File: config.mk
export PLATFORM = sky130hd
export DESIGN_NAME = inventory_bank
export DESIGN_NICKNAME = d
export VERILOG_FILES = /design/src/rtl/adv_pkg.sv /design/src/rtl/inv_slot.sv /design/src/rtl/inventory_bank.sv
export SDC_FILE = /design/constraint.sdc
export NUM_CORES = 1
export LEC_CHECK = 0
export CAP_MARGIN = 20
export CORE_ASPECT_RATIO = 1.25
export CORE_MARGIN = 2
export CORE_UTILIZATION = 46
export DETAILED_ROUTE_END_ITERATION = 6
export PLACE_DENSITY = 0.83
export SETUP_SLACK_MARGIN = 0.4
export SYNTH_ARGS = -nofsm -noshare
export SYNTH_HDL_FRONTEND = slang
export SYNTH_SLANG_ARGS = --single-unit
File: constraint.sdc
create_clock -name clk -period 2.5 [get_ports clk]
set_input_delay 0.375 -clock clk [delete_from_list [all_inputs] [get_ports clk]]
set_output_delay 0.375 -clock clk [all_outputs]
set_load 0.01 [all_outputs]
File: src/rtl/adv_pkg.sv
// Shared adventure-game constants: item slot indices and sizing helpers.
package adv_pkg;

  localparam int ITEM_SWORD  = 0;
  localparam int ITEM_KEY    = 1;
  localparam int ITEM_POTION = 2;
  localparam int ITEM_GEM    = 3;

  localparam int N_ITEMS_DEF = 4;

  // Index width, never narrower than one bit.
  function automatic int idx_w(input int n);
    return (n > 1) ? $clog2(n) : 1;
  endfunction

endpackage

File: src/rtl/inv_slot.sv
// One inventory slot: a saturating up/down counter with optional
// sticky (non-consumable) behaviour.
module inv_slot #(
  parameter int CNT_W = 2
) (
  input  logic             clk,
  input  logic             reset,
  input  logic             clr,
  input  logic             inc,
  input  logic             dec_req,
  input  logic             sticky,
  output logic [CNT_W-1:0] count,
  output logic             have,
  output logic             full,
  output logic             grant
);

  localparam logic [CNT_W-1:0] MAX = {CNT_W{1'b1}};

  logic [CNT_W-1:0] count_q;
  logic [CNT_W-1:0] count_d;
  logic             dec;

  assign have  = (count_q != '0);
  assign full  = (count_q == MAX);
  assign grant = dec_req & have;
  assign dec   = grant & ~sticky;
  assign count = count_q;

  // Grant uses the pre-edge count; inc and dec together cancel.
  always_comb begin
    count_d = count_q;
    if (clr) begin
      count_d = '0;
    end else if (inc && !dec) begin
      if (!full) count_d = count_q + CNT_W'(1);
    end else if (dec && !inc) begin
      count_d = count_q - CNT_W'(1);
    end
  end

  always_ff @(posedge clk) begin
    if (reset) count_q <= '0;
    else       count_q <= count_d;
  end

endmodule

File: src/rtl/inventory_bank.sv
// Bank of N_ITEMS saturating item counters with edge-detected pickups
// and a one-cycle-latency use request/acknowledge port.
module inventory_bank
  import adv_pkg::*;
#(
  parameter int                 N_ITEMS     = N_ITEMS_DEF,
  parameter int                 CNT_W       = 2,
  parameter logic [N_ITEMS-1:0] STICKY_MASK = N_ITEMS'(1)
) (
  input  logic                       clk,
  input  logic                       reset,
  input  logic [N_ITEMS-1:0]         pick,
  input  logic                       clear_all,
  input  logic                       use_valid,
  input  logic [idx_w(N_ITEMS)-1:0]  use_idx,
  output logic                       use_ack,
  output logic                       use_ok,
  output logic [N_ITEMS-1:0]         have,
  output logic [N_ITEMS-1:0]         full,
  output logic [N_ITEMS*CNT_W-1:0]   count
);

  localparam int IW = idx_w(N_ITEMS);

  logic [N_ITEMS-1:0] pick_q;
  logic [N_ITEMS-1:0] pick_edge;
  logic [N_ITEMS-1:0] dec_req;
  logic [N_ITEMS-1:0] grant;
  logic               ack_q;
  logic               ack_d;
  logic               ok_q;
  logic               ok_d;

  assign pick_edge = pick & ~pick_q;

  // Out-of-range indices select no slot and are therefore denied.
  always_comb begin
    dec_req = '0;
    for (int i = 0; i < N_ITEMS; i++) begin
      dec_req[i] = use_valid && (use_idx == IW'(i));
    end
  end

  for (genvar g = 0; g < N_ITEMS; g++) begin : g_slot
    inv_slot #(
      .CNT_W (CNT_W)
    ) u_slot (
      .clk     (clk),
      .reset   (reset),
      .clr     (clear_all),
      .inc     (pick_edge[g]),
      .dec_req (dec_req[g]),
      .sticky  (STICKY_MASK[g]),
      .count   (count[g*CNT_W +: CNT_W]),
      .have    (have[g]),
      .full    (full[g]),
      .grant   (grant[g])
    );
  end

  assign ack_d = use_valid;
  assign ok_d  = use_valid & (|grant) & ~clear_all;

  always_ff @(posedge clk) begin
    if (reset) begin
      pick_q <= '0;
      ack_q  <= 1'b0;
      ok_q   <= 1'b0;
    end else begin
      pick_q <= pick;
      ack_q  <= ack_d;
      ok_q   <= ok_d;
    end
  end

  assign use_ack = ack_q;
  assign use_ok  = ok_q;

endmodule
### After elaboration in Yosys (flattened, before gate mapping)

Index checks and enable logic that the tools add are counted.
W data, S select, Z words.

| cells by class | value |
|---|---|
| $add $sub $neg | 7 |
| equality and inequality tests | 10 |
| muxes and demuxes | 9 |
| bitwise logic cells | 10 |
| reductions and logical operators | 30 |

Operators by type and width:

| cell | count |
|---|---|
| $mux W2 | 9 |
| $reduce_bool A2 Y1 | 7 |
| $eq A2 B2 Y1 const B | 6 |
| $logic_and A1 B1 Y1 | 10 |
| $add A2 B1 Y2 const B | 4 |
| $reduce_and A2 Y1 | 4 |
| $and A1 B1 Y1 | 6 |
| $logic_not A1 Y1 | 6 |
| $ne A2 B2 Y1 const B | 3 |
| $sub A2 B1 Y2 const B | 3 |
| $and A4 B4 Y4 | 1 |
| $not A4 Y4 | 1 |
| $reduce_or A4 Y1 | 1 |
| $eq A2 B1 Y1 const B | 1 |
| $logic_not A2 Y1 | 1 |
| $not A1 Y1 | 2 |
| $reduce_or A2 Y1 | 1 |

| storage, ports and cells | value |
|---|---|
| flip-flop bits (word level) | 14 |
| output and inout bits | 18 |
| word-level logic and storage cells | 73 |

### Depth between registers and ports, before layout

| depth | value |
|---|---|
| depth in word-level cells | 7 |
| mapped depth | 6 |
| gate-level depth less buffers | 6 |

### By module

A second synthesis with hierarchy kept.

| second synthesis, totals | value |
|---|---|
| cells, all modules | 100 |
| area total of the unflattened synthesis | 809.5 um2 |

Modules (own cells, without submodules):

| module | instances | cells an instance | area each (um2) | sequential area each (um2) |
|---|---|---|---|---|
| inv_slot | 4 | 19 | 138.9 | 40.0 |
| inventory_bank | 1 | 24 | 254.0 | 120.1 |

### Worst setup path after synthesis

No wires, ideal clock.

| timing path | value |
|---|---|
| path kind | flip-flop to flip-flop |
| start | register g_slot[0].u_slot.count_q[0] |
| end | register g_slot[0].u_slot.count_q[1] |
| library setup time | 117 ps |
| data arrival time | 1,099 ps |
| required time | 2,383 ps |
| slack | 1,284 ps |
| cell stages (with the launch flop) | 6 |
| path buffers | 0 |
| period minus slack after synthesis | 1,216 ps |
| cell sequence | dfxtp_1 -> ha_1 -> nor3b_1 -> nor2_1 -> a21oi_1 -> nor2_1 |

| between the ends | value |
|---|---|
| cells in the longest elaborated chain, start to end | 3 |
| elaborated cells on any way between the ends | 4 |
| classes of those cells | add/sub: 1; eq/ne: 1; bitwise: 1; reduce/logical: 1 |

RTL lines:

| what | RTL line | RTL |
|---|---|---|
| start, declared | inv_slot.sv:20 | `logic [CNT_W-1:0] count_q;` |
| start signal, assigned | inv_slot.sv:44 | `else count_q <= count_d;` |
| $eq A2 B2 Y1 | inv_slot.sv:25 | `assign full = (count_q == MAX);` |
| named net g_slot[0].u_slot.full | inv_slot.sv:14 | `output logic full,` |
| $not A1 Y1 (no line) | n/a |  |
| $reduce_and A2 Y1 (no line) | n/a |  |

The timed path passes the listed nets, and every way through them passes these cells.
A chain may end at the register's enable or synchronous reset.

### Worst setup path in the final report

| timing path | value |
|---|---|
| start | register g_slot[0].u_slot.count_q[0] |
| end | output have[0] |

| between the ends | value |
|---|---|
| cells in the longest elaborated chain, start to end | 1 |

RTL lines:

| what | RTL line | RTL |
|---|---|---|
| $reduce_bool A2 Y1 | inv_slot.sv:24 | `assign have = (count_q != '0);` |
| end, declared | inventory_bank.sv:18 | `output logic [N_ITEMS-1:0] have,` |

No other way between the ends.

==> metrics.md <==
| Metric | Value |
|---|---|
| Status | finished clean |
| Setup repair bufs after CTS | 0 |
| Clock network fraction of design power | 28.3% |
| Worst VDD drop | 0.259 mV |
| Clock Pin Slew Worst Setup and Hold Paths | 0.08 ns |
| Net Sw Power | 0.000113 W |
| Required @ worst endpoint | 2.12 ns |
| Fill count | 143 |
| WP buf/inv | 3 |
| WS Path Type | register to output pin |
| Max clock buf depth | 2 |
| CP startpoint kind | register |
| Flop pwr share | 53.4% |
| CTS Sinks | 14 |
| DRC | 0 |
| Worst hold slack | 0.517 ns |
| Largest cells by area after synthesis | dfxtp_1 (37%), buf_4 (7.9%), nor2b_1 (5.8%) |
| Slowest stage delay, CP | 0.53 ns |
| Syn_nets | 100 |
| Post-DP HPWL | 1.12 mm |
| CP max stage cell | clkdlybuf4s50_1 |
| Final ANT Viol Nets | 0 |
| WL per Instance | 11.6 um |
| Internal | 0.000332 W |
| Initial drt markers | 19 |
| Iteration count of the initial detailed-routing pass | 4 |
| Worst setup EP type | output pin |
| Combinational power share | 18.3% |
| Final core utilization | 64.9% |
| Avg Cell Area, Syn | 8.62 um2 |
| Area growth from synthesis to layout | 33.7% |
| Cell family with most CP delay | buffers and inverters |
| Mapped Area | 758 um2 |
| Hold path depth | 1 |
| Vias in the first global route | 630 |
| Avg Vias per Cell | 5.31 |
| Cell Rows | 16 |
| Worst-skew pair later-pin latency | 0.28 ns |
| Antenna cells | 0 |
| PnR Total Power | 0.000445 W |
| Port bufs | 27 |
| Pre-CTS setup slack | 0.684 ns |
| Routability Congestion | 0.782 |
| Layout cell share with drive strength beyond 1 | 8.18% |
| CTS Buf Count | 3 |
| Worst r2r dst | g_slot[0].u_slot.count[1] |
| Worst min-delay path startpoint | g_slot[1].u_slot.count[0] |
| Share of the yosys chip area belonging to registers | 37.0% |
| Max-slew violation count | 0 |
| Tmin final | 1.92 ns |
| HP Class | register to register |
| Setup TNS | 0 ns |
| RR Startpoint | g_slot[0].u_slot.count[0] |
| Max-slew headroom | 66.4% |
| Worst Path Arrival | 1.54 ns |
| Hold EP | g_slot[1].u_slot.count[0] |
| # resized after CTS | 0 |
| Net Sw Frac | 25.3% |
| Die area | 0.00199 mm2 |
| Root buffer cell | clkbuf_4 |
| Final cycle utilization of the critical path | 76.7% |
| R2r worst-path depth | 5 |
| Final setup fails | 0 |
| CORE AREA | 0.00156 mm2 |
| Starting Density | 48.6% |
| Overflow after GRT | 0 |
| CTS tree | done |
| H-tree depth | 1 |
| Worst-path fanout max | 4 |
| Post-synth top area share | 37.0% |
| Synth Warn # | 0 |
| Nets@finish | 124 |
| Most used cell, CP | inv_1 |
| Global-route wire length before repair | 2.51 mm |
| Final Hold Fails | 0 |
| Total leakage power | 0.381 nW |
| Synth Register Bits | 14 |
| Total number of vias | 680 |
| Boundary Pins | 28 |
| Antenna violations before repair | 0 |
| Largest net degree at the start of global routing | 9 |
| Slew @ Worst Pin | 0.503 ns |
| Cells after Synth | 88 |
| Pwr Density | 439 mW/mm2 |
| Largest area contributor in the netlist | dfxtp_1 |
| Synth cell types | 32 |
| Final worst setup slack | 0.582 ns |
| Total track usage | 17.7% |
| Critical-path cell list | inv_1 > ha_1 > inv_1 > clkdlybuf4s50_1 |
| Unrepaired setup endpoints after global routing | false |
| Reg2reg setup slack | 1.18 ns |
| Die Span Y | 49.4 um |
| WL final | 1.48 mm |
| Die X | 40.3 um |
| Max_cap viols | 0 |
| Hold_buf cts | 0 |
| Maximum clock rate | 521 MHz |
| Clock Skew | 0.00380 ns |
[final cells by class]
type | count | area [um2] | area share, %
Sequential cell | 14 | 280 | 27.7
Multi-Input combinational cell | 62 | 403 | 39.8
Clock buffer | 3 | 22.5 | 2.22
Inverter | 4 | 15.0 | 1.48
Timing Repair Buffer | 27 | 270 | 26.7
Tap cell | 18 | 22.5 | 2.22
[cells in the final DEF, fill, tap and decap left out, drive strengths merged, types with 3 or more instances in the layout]
| cell type | count |
|---|---|
| nor2b | 7 |
| a21oi | 6 |
| or2 | 4 |
| nand2 | 4 |
| o21ai | 5 |
| nor2 | 7 |
| dfxtp | 14 |
| and2 | 3 |
| clkbuf | 3 |
| inv | 4 |
| nand3b | 3 |
| clkdlybuf4s50 | 27 |
[power by group through the flow]
stage | clock (W) | combinational, W | sequential, W
final | 0.000126 | 0.0000816 | 0.000238
after global routing | 0.000141 | 0.0000897 | 0.000239
after CTS | 0.000128 | 0.0000818 | 0.000238
after detailed placement | 0 | 0.0000811 | 0.000243
after global placement | 0 | 0.0000793 | 0.000243
after floorplan | 0 | 0.0000418 | 0.000244
[sequential cells by signal, indices dropped and copies added (netlist names)]
| signal | cells |
|---|---|
| g_slot.u_slot.count | 8 |
| use_ack | 1 |
| use_ok | 1 |
| pick_q | 4 |
[worst max-delay path by stage]
| stage | start | end | cells after the start |
|---|---|---|---|
| after floorplan | g_slot[0].u_slot.count[0] | g_slot[0].u_slot.count[1] | 5 |
| after global placement | use_valid | g_slot[2].u_slot.count[0] | 5 |
| after detailed placement | use_idx[1] | g_slot[1].u_slot.count[0] | 5 |
| after CTS | g_slot[0].u_slot.count[0] | have[0] | 4 |
| after global routing | g_slot[0].u_slot.count[0] | have[0] | 4 |
| final | g_slot[0].u_slot.count[0] | have[0] | 4 |
[layer usage]
metal	vias to the layer above	track usage (%)	wire length, um
li1	346	-	-
met1	303	21.7	662
met5	-	0	0
met3	4	3.20	110
met2	27	29.0	687
met4	0	6.67	19
[synth_stat cells]
cell type,n
xnor2_1,2
ha_1,2
and2b_2,1
nor2b_1,7
nand4b_1,1
nor2_1,7
a21oi_1,6
o22ai_1,2
nor3_2,1
nand3b_1,2
and2_1,3
o31ai_1,2
o2111ai_1,1
a31oi_1,1
o21ai_1,2
xor2_1,1
o21bai_1,1
and3_1,1
o2111ai_2,1
inv_1,4
buf_4,8
nand3_1,2
nand2_1,4
or2_1,3
o221ai_1,1
nor3b_1,1
nand3b_2,1
o21a_1,1
or2_2,1
o21ai_0,3
or2b_2,1
dfxtp_1,14
[per-stage QoR]
step / area, um2 / cells
2_1_floorplan: 758 / 88
3_3_place_gp: 991 / 125
3_5_place_dp: 991 / 125
4_1_cts: 1010 / 128
5_1_grt: 1010 / 128
6_report: 1010 / 128
[kinds of logic after synthesis]
logic type               after synthesis  share of synthesized area, %
buffers and inverters                 12                          9.90
AO/OA/AOI/OAI                         21                          18.0
AND/OR/NAND/NOR                       36                          28.4
adder cells (fa/ha/maj)                2                          3.30
flip-flops                            14                          37.0
XOR/XNOR                               3                          3.47
No activity file was read; power rests on OpenSTA's default activity.
